## src/rtl/fru_config_loader.sv

```systemverilog
// fru_config_loader
// Byte-serial configuration controller for the filter-reduce stage. It decodes
// packets addressed to PERSONAL_CONFIG_ID on the shared configId/configData
// bus. It updates the per-chain firmware registers (filter op, FUVRF address,
// reduce axis) and writes full FUVRF operand rows through RAM port B.
// Configuration is only accepted while tracing is low.
//
// Ports:
//   clk, rst_n             clock, asynchronous active-low reset
//   tracing                datapath active; blocks configuration, aborts packets
//   config_valid           byte present on the bus this cycle
//   configId, configData   target block id, packet byte
//   firmware_filter_op     per-chain filter op        [MAX_CHAINS][8]
//   firmware_filter_addr   per-chain FUVRF row address [MAX_CHAINS][8]
//   firmware_reduce_axis   per-chain reduce axis      [MAX_CHAINS][8]
//   mem_address_b          FUVRF write address
//   mem_in_b               FUVRF write data (one full row)
//   mem_write_enable_b     FUVRF write strobe, one cycle per committed row
//   busy                   packet in progress
//   error                  sticky error flag (cleared by op 2 header)
module fru_config_loader #(
    parameter int unsigned M                 = 8,
    parameter int unsigned DATA_WIDTH        = 32,
    parameter int unsigned MAX_CHAINS        = 4,
    parameter logic [7:0]  PERSONAL_CONFIG_ID = 8'd0,
    parameter int unsigned FUVRF_SIZE        = 4,
    parameter logic [MAX_CHAINS-1:0][7:0] INITIAL_FIRMWARE_FILTER_OP   = '0,
    parameter logic [MAX_CHAINS-1:0][7:0] INITIAL_FIRMWARE_FILTER_ADDR = '0,
    parameter logic [MAX_CHAINS-1:0][7:0] INITIAL_FIRMWARE_REDUCE_AXIS = '0
) (
    input  logic                               clk,
    input  logic                               rst_n,
    input  logic                               tracing,
    input  logic                               config_valid,
    input  logic [7:0]                         configId,
    input  logic [7:0]                         configData,
    output logic [MAX_CHAINS-1:0][7:0]         firmware_filter_op,
    output logic [MAX_CHAINS-1:0][7:0]         firmware_filter_addr,
    output logic [MAX_CHAINS-1:0][7:0]         firmware_reduce_axis,
    output logic [$clog2(FUVRF_SIZE)-1:0]      mem_address_b,
    output logic [M*DATA_WIDTH-1:0]            mem_in_b,
    output logic                               mem_write_enable_b,
    output logic                               busy,
    output logic                               error
);

    localparam int unsigned ROW_W     = M * DATA_WIDTH;
    localparam int unsigned ROW_BYTES = ROW_W / 8;
    localparam int unsigned AW        = $clog2(FUVRF_SIZE);
    // Counter must also hold the 3-byte chain payload length
    localparam int unsigned CW        = ($clog2(ROW_BYTES + 1) < 2) ? 2 : $clog2(ROW_BYTES + 1);
    localparam int unsigned CIW       = (MAX_CHAINS > 1) ? $clog2(MAX_CHAINS) : 1;

    typedef enum logic [1:0] {
        ST_IDLE    = 2'd0,
        ST_CHAIN   = 2'd1,
        ST_ROW     = 2'd2,
        ST_DISCARD = 2'd3
    } state_t;

    state_t            r_state;
    state_t            w_state_next;
    logic [CW-1:0]     r_cnt;
    logic [CW-1:0]     r_len;
    logic [CW-1:0]     w_len_next;
    logic [5:0]        r_idx;
    logic [7:0]        r_stage_op;
    logic [7:0]        r_stage_addr;
    logic [ROW_W-1:0]  r_row;

    logic              w_accept;
    logic [1:0]        w_op;
    logic [5:0]        w_idx;
    logic              w_chain_ok;
    logic              w_row_ok;
    logic              w_last;
    logic              w_err_set;
    logic              w_err_clr;
    logic              w_chain_done;
    logic              w_row_done;

    assign w_accept   = config_valid && (configId == PERSONAL_CONFIG_ID) && !tracing;
    assign w_op       = configData[7:6];
    assign w_idx      = configData[5:0];
    assign w_chain_ok = 32'(w_idx) < MAX_CHAINS;
    assign w_row_ok   = 32'(w_idx) < FUVRF_SIZE;
    assign w_last     = (r_cnt == (r_len - CW'(1)));

    // State register
    always_ff @(posedge clk or negedge rst_n) begin
        if (!rst_n) begin
            r_state <= ST_IDLE;
        end else begin
            r_state <= w_state_next;
        end
    end

    // Next-state and control decode; abort wins because tracing blocks acceptance
    always_comb begin
        w_state_next = r_state;
        w_len_next   = r_len;
        w_err_set    = 1'b0;
        w_err_clr    = 1'b0;
        w_chain_done = 1'b0;
        w_row_done   = 1'b0;
        if (tracing && (r_state != ST_IDLE)) begin
            w_state_next = ST_IDLE;
            w_err_set    = 1'b1;
        end else if (w_accept) begin
            case (r_state)
                ST_IDLE: begin
                    case (w_op)
                        2'd0: begin
                            w_len_next = CW'(3);
                            if (w_chain_ok) begin
                                w_state_next = ST_CHAIN;
                            end else begin
                                w_state_next = ST_DISCARD;
                                w_err_set    = 1'b1;
                            end
                        end
                        2'd1: begin
                            w_len_next = CW'(ROW_BYTES);
                            if (w_row_ok) begin
                                w_state_next = ST_ROW;
                            end else begin
                                w_state_next = ST_DISCARD;
                                w_err_set    = 1'b1;
                            end
                        end
                        2'd2:    w_err_clr = 1'b1;
                        default: w_err_set = 1'b1;
                    endcase
                end
                ST_CHAIN: begin
                    if (w_last) begin
                        w_state_next = ST_IDLE;
                        w_chain_done = 1'b1;
                    end
                end
                ST_ROW: begin
                    if (w_last) begin
                        w_state_next = ST_IDLE;
                        w_row_done   = 1'b1;
                    end
                end
                default: begin
                    if (w_last) begin
                        w_state_next = ST_IDLE;
                    end
                end
            endcase
        end
    end

    // Payload staging, firmware/RAM commit and status flags
    always_ff @(posedge clk or negedge rst_n) begin
        if (!rst_n) begin
            r_cnt                <= '0;
            r_len                <= '0;
            r_idx                <= '0;
            r_stage_op           <= '0;
            r_stage_addr         <= '0;
            r_row                <= '0;
            firmware_filter_op   <= INITIAL_FIRMWARE_FILTER_OP;
            firmware_filter_addr <= INITIAL_FIRMWARE_FILTER_ADDR;
            firmware_reduce_axis <= INITIAL_FIRMWARE_REDUCE_AXIS;
            mem_address_b        <= '0;
            mem_in_b             <= '0;
            mem_write_enable_b   <= 1'b0;
            busy                 <= 1'b0;
            error                <= 1'b0;
        end else begin
            r_len <= w_len_next;
            if (w_accept && (r_state == ST_IDLE)) begin
                r_cnt <= '0;
                r_idx <= w_idx;
            end else if (w_accept) begin
                r_cnt <= r_cnt + CW'(1);
            end

            if (w_accept && (r_state == ST_CHAIN)) begin
                if (r_cnt == CW'(0)) r_stage_op   <= configData;
                if (r_cnt == CW'(1)) r_stage_addr <= configData;
            end

            // Bytes enter at the top so byte 0 ends up in the low lane
            if (w_accept && (r_state == ST_ROW)) begin
                r_row <= {configData, r_row[ROW_W-1:8]};
            end

            if (w_chain_done) begin
                firmware_filter_op[CIW'(r_idx)]   <= r_stage_op;
                firmware_filter_addr[CIW'(r_idx)] <= r_stage_addr;
                firmware_reduce_axis[CIW'(r_idx)] <= configData;
            end

            mem_write_enable_b <= w_row_done;
            if (w_row_done) begin
                mem_address_b <= AW'(r_idx);
                mem_in_b      <= {configData, r_row[ROW_W-1:8]};
            end

            if (w_err_set) begin
                error <= 1'b1;
            end else if (w_err_clr) begin
                error <= 1'b0;
            end

            busy <= (w_state_next != ST_IDLE);
        end
    end

endmodule
```

## config.mk

```make
export PLATFORM = sky130hd
export DESIGN_NAME = fru_config_loader
export DESIGN_NICKNAME = d
export VERILOG_FILES = /design/src/rtl/fru_config_loader.sv
export SDC_FILE = /design/constraint.sdc
export NUM_CORES = 1
export LEC_CHECK = 0
export CAP_MARGIN = 10
export CORE_ASPECT_RATIO = 2
export CORE_UTILIZATION = 30
export DETAILED_ROUTE_END_ITERATION = 6
export GPL_TIMING_DRIVEN = 0
export PLACE_DENSITY = 0.52
export SYNTH_ARGS = -nofsm -noshare
export SYNTH_HDL_FRONTEND = slang
export SYNTH_SLANG_ARGS = --single-unit
```

## constraint.sdc

```tcl
create_clock -name clk -period 4.8 [get_ports clk]
set_input_delay 0.48 -clock clk [delete_from_list [all_inputs] [get_ports clk]]
set_output_delay 0.48 -clock clk [all_outputs]
set_load 0.005 [all_outputs]
```

==> flow_metrics.env, run 1 <==
export IMPL_status="finished clean"
export IMPL_cts_made_buffers=59
export IMPL_period_share=0.619
export IMPL_synth_area_per_cell_um2=16.9
export IMPL_htreeDepth=2
export IMPL_critical_path_peak_fanout=10
export IMPL_fill_cells=7360
export IMPL_ys_warn_count=0
export IMPL_antenna_found_initial=0
export IMPL_die_y_um=399
export IMPL_place_gp_congestion=0.777
export IMPL_multiInputGateArea_um2=7540
export IMPL_cts_tree="done"
export IMPL_final_util=0.395
export IMPL_peakVddDrop_mv=0.300
export IMPL_r2r_end="r_row[249]"
export IMPL_finalCriticalPeriod_ps=2970
export IMPL_cp_start_kind="primary input"
export IMPL_skew_ps=23.0
export IMPL_p_leak_uw=0.0155
export IMPL_synthFlopType="dfrtp_1"
export IMPL_cts_sinks=633
export IMPL_clk_pin_slew_ps=70
export IMPL_cts_resized=0
export IMPL_dr_total_vias=13200
export IMPL_async_flop_share=1.00
export IMPL_p_total_uw=10300
export IMPL_grt_first_pass_wirelength_mm=96.3
export IMPL_cts_max_path_buffers=3
export IMPL_netlist_area_um2=23700
export IMPL_clk_latency_ps=640
export IMPL_drive_above_1_share=0.227
export IMPL_finalWirelength_mm=62.5
export IMPL_hold_ws_ps=413
export IMPL_rsz0062_at_grt="no"
export IMPL_syn_to_final_growth_pct=30.2
export IMPL_setup_violations=0
export IMPL_antenna_cells=0
export IMPL_first_pass_iters=4
export IMPL_yosysUniqueCellTypes=43
export IMPL_reg2reg_from="r_state[1]"
export IMPL_nets=1866
export IMPL_initial_core_util=0.303
export IMPL_root_buffer="clkbuf_16"
export IMPL_grt_overflow=0
export IMPL_grt_max_degree=121
export IMPL_power_frac_seq=0.520
export IMPL_yosysSeqAreaShare=0.668
export IMPL_wire_per_inst_um=21.4
export IMPL_required_ps=5320
export IMPL_netlist_instances=1401
export IMPL_hold_path_class="in2async"
export IMPL_ioPinCount=377
export IMPL_drc=0
export IMPL_critPathKind="in2reg"
export IMPL_die_w_um=201
export IMPL_pwr_density_cell_nw_per_um2=333
export IMPL_ys_ff_latch=633
export IMPL_drv_cap=0
export IMPL_placed_cells_incl_taps=2810
export IMPL_syn_nets=1424
export IMPL_grt_usage=0.159
export IMPL_synth_edff_count=0
export IMPL_internal_power_uw=8060
export IMPL_hold_violations=0
export IMPL_pwr_share_comb=0.016
export IMPL_drv_slew=0
export IMPL_ff_latch_area_um2=15800
export IMPL_grt_pass1_vias=14700
export IMPL_rows=145
export IMPL_die_area_um2=80200
export IMPL_p_sw_uw=2210
export IMPL_p_clk_frac=0.464
export IMPL_drt_iter0_drc=306
export IMPL_end_kind="flop"
export IMPL_max_freq_mhz=336
export IMPL_core_area_um2=78200
export IMPL_cp_data_arrival_time_ps=3490
export IMPL_antenna_left=0
export IMPL_reg2reg_depth=5
export IMPL_placement_io_buffers=375
export IMPL_final_cells=2918
export IMPL_r2r_setup_slack_ps=1830
export IMPL_sw_frac_of_total=0.215
export IMPL_via_per_inst=4.53
export IMPL_slew_headroom=0.320
export IMPL_hpwl_mm=46.7
export IMPL_tightestPinTransition_ps=1020
export IMPL_tns_ps=0
[registers in the layout (all words and copies together), names as in the netlist, 6 cells and up]
register	cells
r_stage_op	8
firmware_filter_op	32
r_stage_addr	8
mem_in_b	256
firmware_filter_addr	32
r_row	248
r_cnt	6
firmware_reduce_axis	32
[stage by stage]
step           area (um^2)  setup slack (ps)
2_1_floorplan        23700              2630
3_3_place_gp         28700            -24900
3_5_place_dp         28900              1010
4_1_cts              30900              1650
5_1_grt              30900              1420
6_report             30900              1830
[area by class of cell]
cell class / instances / share of cell area
Buffer: 69 / 0.00977
Clock buffer: 86 / 0.0567
Clock inverter: 21 / 0.00677
Inverter: 5 / 0.000608
Multi-Input combinational cell: 694 / 0.244
Sequential cell: 633 / 0.513
Tap cell: 1029 / 0.0417
Timing Repair Buffer: 381 / 0.127
[power by group through the flow]
stage          combinational, uW  sequential (uW)  clock [uW]
2_1_floorplan               12.6             5440           0
3_3_place_gp                 157             5450           0
3_5_place_dp                 176             5440           0
4_1_cts                      177             5340        4960
5_1_grt                      193             5330        5140
6_report                     166             5340        4770
[cells in the mapped netlist, types with 2 or more instances]
master	number	share of area
dfrtp_1	633	0.67
mux2_1	337	0.16
nor2_1	10	0.0016
inv_1	5	0.00079
nor3b_1	2	0.00063
buf_2	34	0.0072
nand4_1	7	0.0018
nor3_1	2	0.00042
clkbuf_1	33	0.0052
and3_1	3	0.00079
nand2_1	4	0.00063
o21ai_0	4	0.00084
ha_1	3	0.0016
nand3_1	4	0.00084
a22o_1	2	0.00074
mux2_2	284	0.13
nand4_2	4	0.0021
buf_1	2	0.00032
a21oi_1	2	0.00042
xor2_1	2	0.00074
nor2b_1	2	0.00053
[timing repair]
| action | in CTS | in global routing |
|---|---|---|
| buffers inserted | 0 | 0 |
| hold buffers | 1 | 0 |
| endpoints found under the hold margin | 68 | 0 |
[worst max path at each step]
stage | from | to | cells past startpoint
6_report | tracing | r_row[249] | 6
4_1_cts | r_state[1] | r_row[249] | 5
5_1_grt | rst_n | mem_in_b[242] | 6
3_3_place_gp | rst_n | mem_in_b[243] | 1
3_5_place_dp | tracing | r_row[248] | 6
2_1_floorplan | configId[7] | mem_in_b[230] | 6
[cell usage in the layout (no fill, tap or decap), types with 2 or more instances in the layout]
cell type          n
dfrtp_1          633
nand2_1            4
a21oi_1            2
nand4_1            7
and3_1             3
inv_1              5
a22o_1             2
clkbuf_1          45
nor3b_1            2
nor2_1            10
nand4_2            4
nor2b_1            2
o21ai_0            4
clkinv_2          12
xor2_1             2
buf_2             34
clkbuf_16         61
clkbuf_8          13
ha_1               3
mux2_2           284
buf_1              2
nand3_1            4
clkdlybuf4s50_1  374
bufinv_16          3
buf_16             5
clkinvlp_4         4
mux2_1           337
nor3_1             2
[cells by family after synthesis]
| kind of cell | count (synthesis) | share of synthesized area |
|---|---|---|
| XOR/XNOR | 3 | 0.00111 |
| multiplexers | 623 | 0.296 |
| adder cells (fa/ha/maj) | 3 | 0.00158 |
| flip-flops | 633 | 0.668 |
| AND/OR/NAND/NOR | 50 | 0.0145 |
| AO/OA/AOI/OAI | 15 | 0.00481 |
| buffers and inverters | 74 | 0.0135 |
[worst max-delay path: stages]
cell	delay [ps]
clkdlybuf4s50_1	510
nor4b_2	430
nand4_1	650
clkbuf_1	610
buf_1	440
mux2_2	370
[routing by layer]
metal / track usage / part of all wire / routed length [um] / up-vias
li1: - / - / - / 5866
met1: 0.166 / 0.36 / 22700 / 6832
met2: 0.289 / 0.52 / 32500 / 420
met3: 0.0564 / 0.078 / 4900 / 105
met4: 0.0634 / 0.038 / 2370 / 0
met5: 0 / 0 / 0 / -
Note: power is estimated with default switching activity, not from simulation.
==> inputs of run 2 (changes only) <==
- PLACE_DENSITY: 0.52 -> 0.54
- clock period: 4.8 -> 2.5 ns (I/O delays scaled with it)
==> run 2 against run 1 <==
Compared with the run above: clock skew rose by 5.0 ps; design area is 0.81% higher; count of clock-buffer cells in the layout is 8 lower; worst setup slack got worse by 1700 ps; combinational power up 95%; die area did not move; register-to-register slack got worse by 1700 ps; routed wire length shrank 0.52%; sequential cell count is the same; power increased by 97%; clock power increased by 100%; worst hold slack worse by 250 ps; critical path type is now reg2reg; critical endpoint is now mem_in_b[51].
==> flow_metrics.env, run 2 (synthesis results as in run 1) <==
export IMPL_tns_ps=0
export IMPL_grt_max_degree=125
export IMPL_hpwl_mm=46.5
export IMPL_crit_slowest_cell="or3_1"
export IMPL_ioPinCount=377
export IMPL_grt_pass1_vias=14800
export IMPL_pwr_density_cell_nw_per_um2=652
export IMPL_first_pass_iters=4
export IMPL_root_buffer="clkbuf_16"
export IMPL_dr_total_vias=13300
export IMPL_top_regs="mem_in_b (256), r_row (248)"
export IMPL_tightestPinTransition_ps=855
export IMPL_initial_core_util=0.303
export IMPL_mostFrequentLayoutCell="dfrtp_1"
export IMPL_p_total_uw=20300
export IMPL_top_register="mem_in_b"
export IMPL_critPathBufInv=2
export IMPL_reg2reg_from="r_cnt[3]"
export IMPL_rows=145
export IMPL_status="finished clean"
export IMPL_clk_pin_slew_ps=70
export IMPL_antenna_left=0
export IMPL_rsz0062_at_grt="no"
export IMPL_clk_latency_ps=630
export IMPL_final_cell_mix="dfrtp_1 (633), clkdlybuf4s50_1 (374), mux2_1 (337)"
export IMPL_critPathKind="reg2reg"
export IMPL_r2r_end="mem_in_b[51]"
export IMPL_period_share=0.948
export IMPL_hold_path_class="in2async"
export IMPL_finalWirelength_mm=62.2
export IMPL_antenna_cells=0
export IMPL_nets=1871
export IMPL_peakVddDrop_mv=0.513
export IMPL_die_w_um=201
export IMPL_critPathMaxStageDelay_ps=440
export IMPL_drive_above_1_share=0.244
export IMPL_via_per_inst=4.56
export IMPL_max_freq_mhz=422
export IMPL_end_kind="flop"
export IMPL_path_cells="or3_1 -> o22ai_4 -> nand3b_4 -> clkbuf_4 -> buf_2 -> mux2_1"
export IMPL_cts_max_path_buffers=3
export IMPL_drv_cap=0
export IMPL_r2r_setup_slack_ps=130
export IMPL_syn_to_final_growth_pct=31.2
export IMPL_die_area_um2=80200
export IMPL_grt_first_pass_wirelength_mm=95.6
export IMPL_skew_ps=28.1
export IMPL_drt_iter0_drc=365
export IMPL_placement_io_buffers=375
export IMPL_htreeDepth=2
export IMPL_required_ps=3000
export IMPL_reg2reg_depth=6
export IMPL_critical_path_peak_fanout=10
export IMPL_grt_usage=0.157
export IMPL_critPathTopFamily="simple AND/OR/NAND/NOR gates"
export IMPL_grt_overflow=0
export IMPL_slew_headroom=0.428
export IMPL_cts_sinks=633
export IMPL_finalCriticalPeriod_ps=2370
export IMPL_final_util=0.398
export IMPL_wire_per_inst_um=21.3
export IMPL_drv_slew=0
export IMPL_setup_violations=0
export IMPL_hold_violations=0
export IMPL_cp_data_arrival_time_ps=2870
export IMPL_p_leak_uw=0.0157
export IMPL_die_y_um=399
export IMPL_place_gp_congestion=0.778
export IMPL_core_area_um2=78200
export IMPL_cts_made_buffers=59
export IMPL_cp_start_kind="flop"
export IMPL_drc=0
export IMPL_largest_reg_flops=256
export IMPL_cts_tree="done"
export IMPL_antenna_found_initial=0
==> run 2: layout make-up <==
cell class | instances | area [um^2]
clock inverters | 32 | 440
repair buffers | 386 | 3970
clock buffers | 78 | 1650
inverters | 5 | 18.8
well taps | 1029 | 1290
fillers | 7273 | 47100
multi-input cells | 694 | 7550
plain buffers | 69 | 344
flip-flops and latches | 633 | 15800
==> run 2: per-stage QoR <==
| step | hold slack, ps | setup slack (ps) | cells | instance area (um^2) |
|---|---|---|---|---|
| finish | 159 | 131 | 2926 | 31100 |
| global route | 157 | 0.888 | 2926 | 31100 |
| CTS | 117 | 5.64 | 2923 | 31000 |
| detailed placement | 219 | -999 | 2810 | 28900 |
| global placement | 460 | -26560 | 2805 | 28700 |
| floorplan | -45.6 | 432 | 1401 | 23700 |
==> run 2: per-layer routing <==
layer,wire length (um),track usage,share of wire
met1,22600,0.165,0.36
met2,33300,0.295,0.54
met3,4690,0.0523,0.075
met4,1540,0.0472,0.025
met5,0,0,0
==> run 2: worst max-delay path by stage <==
| stage | start | to | slack [ps] | cells past startpoint |
|---|---|---|---|---|
| after floorplan | r_cnt[3] | mem_in_b[230] | 430 | 6 |
| after global placement | rst_n | mem_in_b[243] | -26560 | 1 |
| after detailed placement | tracing | r_row[249] | -1000 | 6 |
| after CTS | r_state[1] | r_row[135] | 6 | 6 |
| after global routing | r_cnt[3] | mem_in_b[181] | 0.9 | 6 |
| final | r_cnt[3] | mem_in_b[51] | 130 | 6 |
==> run 2: what timing repair did <==
action	in CTS	in global routing
gates resized for setup	13	31
pin swaps	1	1
buffers inserted	2	2
cloned	0	1
endpoints found under the setup margin	469	375
hold buffers	1	0
endpoints found under the hold margin	56	0
==> run 2: report_power, final <==
part           internal, uW  switching, uW  total, uW
registers             10200           5.77      10200
clock network          5610           4090       9700
logic                  68.2            255        323
